<file path="src/rtl/multicycle_control.sv">
// rtl/multicycle_control.sv - Moore control FSM for a multicycle MIPS-style datapath
// Memory states (FETCH, MEMRD, MEMWR) stretch by MEM_WAIT cycles via a shared wait counter.
module multicycle_control #(
  parameter int unsigned MEM_WAIT = 0
) (
  input  logic       clk,
  input  logic       reset,
  input  logic [5:0] op,
  output logic       PCWrite,
  output logic       PCWriteCond,
  output logic       IorD,
  output logic       MemRead,
  output logic       MemWrite,
  output logic       MemtoReg,
  output logic       IRWrite,
  output logic       ALUSrcA,
  output logic       RegWrite,
  output logic       RegDst,
  output logic       illegal,
  output logic [1:0] PCSource,
  output logic [1:0] ALUOp,
  output logic [1:0] ALUSrcB,
  output logic [3:0] state
);

  typedef enum logic [3:0] {
    S_FETCH  = 4'd0,
    S_DECODE = 4'd1,
    S_MEMADR = 4'd2,
    S_MEMRD  = 4'd3,
    S_MEMWB  = 4'd4,
    S_MEMWR  = 4'd5,
    S_EXEC   = 4'd6,
    S_RCOMP  = 4'd7,
    S_BRANCH = 4'd8,
    S_JUMP   = 4'd9,
    S_ADDIEX = 4'd10,
    S_ADDIWB = 4'd11
  } state_t;

  typedef struct packed {
    logic       pc_write;
    logic       pc_write_cond;
    logic       iord;
    logic       mem_read;
    logic       mem_write;
    logic       mem_to_reg;
    logic       ir_write;
    logic       alu_src_a;
    logic       reg_write;
    logic       reg_dst;
    logic       illegal;
    logic [1:0] pc_source;
    logic [1:0] alu_op;
    logic [1:0] alu_src_b;
  } ctrl_t;

  localparam logic [5:0] OP_RTYPE = 6'b000000;
  localparam logic [5:0] OP_LW    = 6'b100011;
  localparam logic [5:0] OP_SW    = 6'b101011;
  localparam logic [5:0] OP_BEQ   = 6'b000100;
  localparam logic [5:0] OP_J     = 6'b000010;
  localparam logic [5:0] OP_ADDI  = 6'b001000;

  localparam logic [3:0] WAIT_LAST = 4'(MEM_WAIT);

  state_t     state_q;
  state_t     state_d;
  logic [3:0] wait_cnt_q;
  logic [3:0] wait_cnt_d;
  logic       wait_last;
  ctrl_t      ctrl;

  always_ff @(posedge clk) begin
    if (reset) begin
      state_q    <= S_FETCH;
      wait_cnt_q <= 4'd0;
    end else begin
      state_q    <= state_d;
      wait_cnt_q <= wait_cnt_d;
    end
  end

  assign wait_last = (wait_cnt_q == WAIT_LAST);

  always_comb begin
    state_d = S_FETCH;
    ctrl    = '0;
    case (state_q)
      S_FETCH: begin
        ctrl.mem_read  = 1'b1;
        ctrl.alu_src_b = 2'b01;
        state_d        = S_FETCH;
        if (wait_last) begin
          ctrl.ir_write = 1'b1;
          ctrl.pc_write = 1'b1;
          state_d       = S_DECODE;
        end
      end
      S_DECODE: begin
        ctrl.alu_src_b = 2'b11;
        case (op)
          OP_LW, OP_SW: state_d = S_MEMADR;
          OP_RTYPE:     state_d = S_EXEC;
          OP_BEQ:       state_d = S_BRANCH;
          OP_J:         state_d = S_JUMP;
          OP_ADDI:      state_d = S_ADDIEX;
          default: begin
            ctrl.illegal = 1'b1;
            state_d      = S_FETCH;
          end
        endcase
      end
      S_MEMADR: begin
        ctrl.alu_src_a = 1'b1;
        ctrl.alu_src_b = 2'b10;
        state_d        = (op == OP_LW) ? S_MEMRD : S_MEMWR;
      end
      S_MEMRD: begin
        ctrl.mem_read = 1'b1;
        ctrl.iord     = 1'b1;
        state_d       = wait_last ? S_MEMWB : S_MEMRD;
      end
      S_MEMWB: begin
        ctrl.reg_write  = 1'b1;
        ctrl.mem_to_reg = 1'b1;
        state_d         = S_FETCH;
      end
      S_MEMWR: begin
        ctrl.mem_write = 1'b1;
        ctrl.iord      = 1'b1;
        state_d        = wait_last ? S_FETCH : S_MEMWR;
      end
      S_EXEC: begin
        ctrl.alu_src_a = 1'b1;
        ctrl.alu_op    = 2'b10;
        state_d        = S_RCOMP;
      end
      S_RCOMP: begin
        ctrl.reg_write = 1'b1;
        ctrl.reg_dst   = 1'b1;
        state_d        = S_FETCH;
      end
      S_BRANCH: begin
        ctrl.alu_src_a     = 1'b1;
        ctrl.alu_op        = 2'b01;
        ctrl.pc_write_cond = 1'b1;
        ctrl.pc_source     = 2'b01;
        state_d            = S_FETCH;
      end
      S_JUMP: begin
        ctrl.pc_write  = 1'b1;
        ctrl.pc_source = 2'b10;
        state_d        = S_FETCH;
      end
      S_ADDIEX: begin
        ctrl.alu_src_a = 1'b1;
        ctrl.alu_src_b = 2'b10;
        state_d        = S_ADDIWB;
      end
      S_ADDIWB: begin
        ctrl.reg_write = 1'b1;
        state_d        = S_FETCH;
      end
      default: state_d = S_FETCH;
    endcase
  end

  // Counter only advances while a memory state holds itself; any entry or exit clears it.
  always_comb begin
    wait_cnt_d = 4'd0;
    if ((state_d == state_q) &&
        (state_q == S_FETCH || state_q == S_MEMRD || state_q == S_MEMWR)) begin
      wait_cnt_d = wait_cnt_q + 4'd1;
    end
  end

  assign {PCWrite, PCWriteCond, IorD, MemRead, MemWrite, MemtoReg, IRWrite,
          ALUSrcA, RegWrite, RegDst, illegal, PCSource, ALUOp, ALUSrcB} =
         reset ? '0 : ctrl;
  assign state = reset ? 4'd0 : state_q;

endmodule

</file>
<file path="config.mk">
export PLATFORM = sky130hd
export DESIGN_NAME = multicycle_control
export DESIGN_NICKNAME = d
export VERILOG_FILES = /design/src/rtl/multicycle_control.sv
export SDC_FILE = /design/constraint.sdc
export NUM_CORES = 1
export LEC_CHECK = 0
export ABC_CLOCK_PERIOD_IN_PS = 4800
export CORE_AREA = 4 4 46 48
export DETAILED_ROUTE_END_ITERATION = 6
export DIE_AREA = 0 0 50 52
export PLACE_DENSITY_LB_ADDON = 0.3
export SLEW_MARGIN = 20
export SYNTH_ARGS = -nofsm -noshare
export SYNTH_HDL_FRONTEND = slang
export SYNTH_SLANG_ARGS = --single-unit
export TNS_END_PERCENT = 1
</file>
<file path="constraint.sdc">
create_clock -name clk -period 4.8 [get_ports clk]
set_clock_uncertainty 0.15 [all_clocks]
set_input_delay 0.96 -clock clk [delete_from_list [all_inputs] [get_ports clk]]
set_output_delay 0.96 -clock clk [all_outputs]
set_load 0.05 [all_outputs]
</file>
==> qor.yml <==
floorplan:
  num_rows: 15
  die_height_um: 52
  coreArea_um2: 1710
  io-pin-count: 29
  initial_core_util_pct: 45.0
  dieArea_um2: 2600
  die_w_um: 50
power_and_ir_drop:
  combPwrFrac_pct: 30.0
  power.switching_uw: 62.7
  switching_share_pct: 34.9
  p_per_area_nw_per_um2: 170
  p_leak_nw: 0.396
  vdd_drop_max_mv: 0.0739
  p_int_uw: 117
  finalPower_uw: 180
  seq_power_share_pct: 40.0
  pwr-share-clk_pct: 30.0
cts:
  postCtsSetupRepairBufs: 0
  clock_latency_ns: 0.26
  cts-root-buf: "clkbuf_4"
  cts_tree: "done"
  htree_levels: 1
  cts.sinks: 8
  cts_buffer_depth: 2
  postCtsResizedCells: 0
  numCtsBuffers: 3
  path_clk_slew_ns: 0.05
  cts-hold-fix-buffers: 0
drt:
  antenna_left: 0
  drtIter0Drc: 16
  drc: 0
  routed_wl_um: 2080
  wl_per_cell_um: 13.4
  vias: 868
  vias_per_cell: 5.60
  dr.pass1.iters: 4
timing:
  setup_viol: 0
  grt_setup_unrepaired: "no"
  drv_slew: 0
  fmax_ghz: 0.230
  fin_crit_sh_pct: 90.6
  min_period_ns: 4.35
  hold_viol_final: 0
  final.setup.tns_ns: 0
  max_slew_margin_pct: 53.0
  worstMarginPinSlew_ns: 0.703
synth:
  synth_top_family_by_area: "simple AND/OR/NAND/NOR gates"
  synth_cells: 108
  synth.ff_latch_count: 8
  async_reset_ff_share_pct: 0
  synth-main-ff-cell: "dfxtp_1"
  synth_area_um2: 768
  yosys_warnings: 0
  synth-compound-area-share_pct: 18.7
  yosysSeqAreaShare_pct: 20.8
  avgSynthCellArea_um2: 7.11
  synth_mux_area_share_pct: 0
  synth.distinct_cells: 40
  synthXorXnorAreaFrac_pct: 6.84
  synth-edff-count: 0
  synth_simple_gate_area_share_pct: 42.7
  yosys.area_share.adder_pct: 3.26
  syn-num-nets: 118
placed_design:
  port_buffers: 28
  place.gp.congestion: 0.838
  dp.cells: 152
  dp_hpwl_um: 1530
finish:
  area_growth_pct: 37.8
  drive_above_1_share_pct: 6.15
  stdcell_count: 155
  antenna_cells: 0
  fin_nets: 142
worst_hold_path:
  hp-class: "flop to flop"
outcome:
  status: "completed"
global_routing:
  grtUsageMet1_pct: 18.8
  grt_antenna_before_repair: 0
  grtUsageMet2_pct: 30.9
  overflow: 0
  grt_pass1_vias: 884
  grt_max_degree: 21
  grt_util_met3_pct: 4.01
  grtUsageTotal_pct: 17.8
  grt_most_used_layer: "met2"
  grt_pass1_wl_um: 3580
critical_path:
  endpoint_kind: "output pin"
  cp.arrival_ns: 3.24
  crit_slowest_cell: "clkdlybuf4s50_1"
  cp_data_required_time_ns: 3.69
  crit_type: "input pin to output pin"
  crit_fanout: 9
  crit_buf_inv: 2
  critPathMaxStageDelay_ns: 0.79
  cp_top_family: "buffers and inverters"
  worstPathCellList: "clkdlybuf4s50_1, nor2_2, nand2_1, nor4_1, or2_2, clkdlybuf4s50_1"
  worstSetupStartpointType: "input pin"
  crit_top_cell: "clkdlybuf4s50_1"
flow_run:
  maxCapViolations: 0
-- metal layers --
| metal | part of all wire, % | wire length (um) |
|---|---|---|
| met3 | 3.6 | 75 |
| met4 | 1.5 | 31 |
| met5 | 0 | 0 |
| met1 | 46 | 953 |
| met2 | 49 | 1020 |
-- worst reg2reg max path, delay by kind of cell (launching register included) --
family / cells / cell delay, ns
AOI/OAI and AO/OA: 2 / 0.45
adders and majority gates: 1 / 0.15
DFF: 1 / 0.33
buffers and inverters: 1 / 0.06
and+or+nand+nor: 2 / 0.68
-- state kept, by name, summed over array words and instances (netlist names) --
register	cells
state_q	4
wait_cnt_q	4
-- power by group through the flow --
stage,registers (mW),logic [mW],clock network [mW]
after CTS,0.0718,0.0542,0.0557
after floorplan,0.0692,0.0383,0
after detailed placement,0.0733,0.0540,0
after global routing,0.0725,0.0579,0.0574
after global placement,0.0730,0.0538,0
final,0.0720,0.0539,0.0538
-- cell usage after synthesis (3+ instances only) --
cell type	count	area [um2]
o21ai_0	4	20.0
nor3_1	7	35.0
nand3_1	4	20.0
xor2_1	4	35.0
nor3b_1	3	22.5
dfxtp_1	8	160
buf_2	5	25.0
nor2b_1	4	25.0
inv_1	4	15.0
nor4_1	4	25.0
and3_1	6	37.5
nor2_1	15	56.3
clkbuf_1	3	11.3
nand2_1	7	26.3
-- stage by stage --
stage          setup slack [ns]  util [%]  area [um2]  hold slack (ns)
6_report                  0.452      62.0        1060            0.338
5_1_grt                   0.313      62.0        1060            0.370
4_1_cts                   0.460      62.0        1060            0.340
3_5_place_dp              0.458      60.7        1040            0.329
3_3_place_gp              0.545      60.7        1040            0.326
2_1_floorplan             0.104         -         768            0.303
-- area by class of cell --
| cell class | count | area [um2] |
|---|---|---|
| Clock buffer | 3 | 22.5 |
| Fill cell | 157 | 649 |
| Inverter | 4 | 15.0 |
| Multi-Input combinational cell | 87 | 549 |
| Sequential cell | 8 | 160 |
| Tap cell | 25 | 31.3 |
| Timing Repair Buffer | 28 | 280 |
-- cells in the final DEF, fill, tap and decap left out, types with 2 or more instances in the layout --
master	netlist	layout
clkdlybuf4s50_1	0	28
nor2_1	15	15
dfxtp_1	8	8
nand2_1	7	7
nor3_1	7	7
and3_1	6	6
inv_1	4	4
nor2b_1	4	4
xor2_1	4	4
nor4_1	4	4
nand3_1	4	4
o21ai_0	4	4
nor3b_1	3	3
clkbuf_4	0	3
xnor2_1	2	2
a22o_1	2	2
nand3b_1	2	2
ha_1	2	2
-- kinds of logic (layout without fill, tap and decap cells) --
family          Yosys count  count (layout)
flops                     8               8
fa+ha+maj                 2               2
compound gates           19              19
simple gates             60              60
buf+inv                  13              35
xor+xnor                  6               6
-- worst paths after layout --
path | from | end | slack (ns) | depth (start not counted)
worst max-delay path | reset | PCWrite | 0.45 | 6
worst min-delay path | wait_cnt_q[0] | wait_cnt_q[0] | 0.34 | 1
worst max register to register | wait_cnt_q[0] | wait_cnt_q[1] | 2.85 | 6
worst min register to register | wait_cnt_q[0] | wait_cnt_q[0] | 0.34 | 1
No activity file was read; power rests on OpenSTA's default activity.
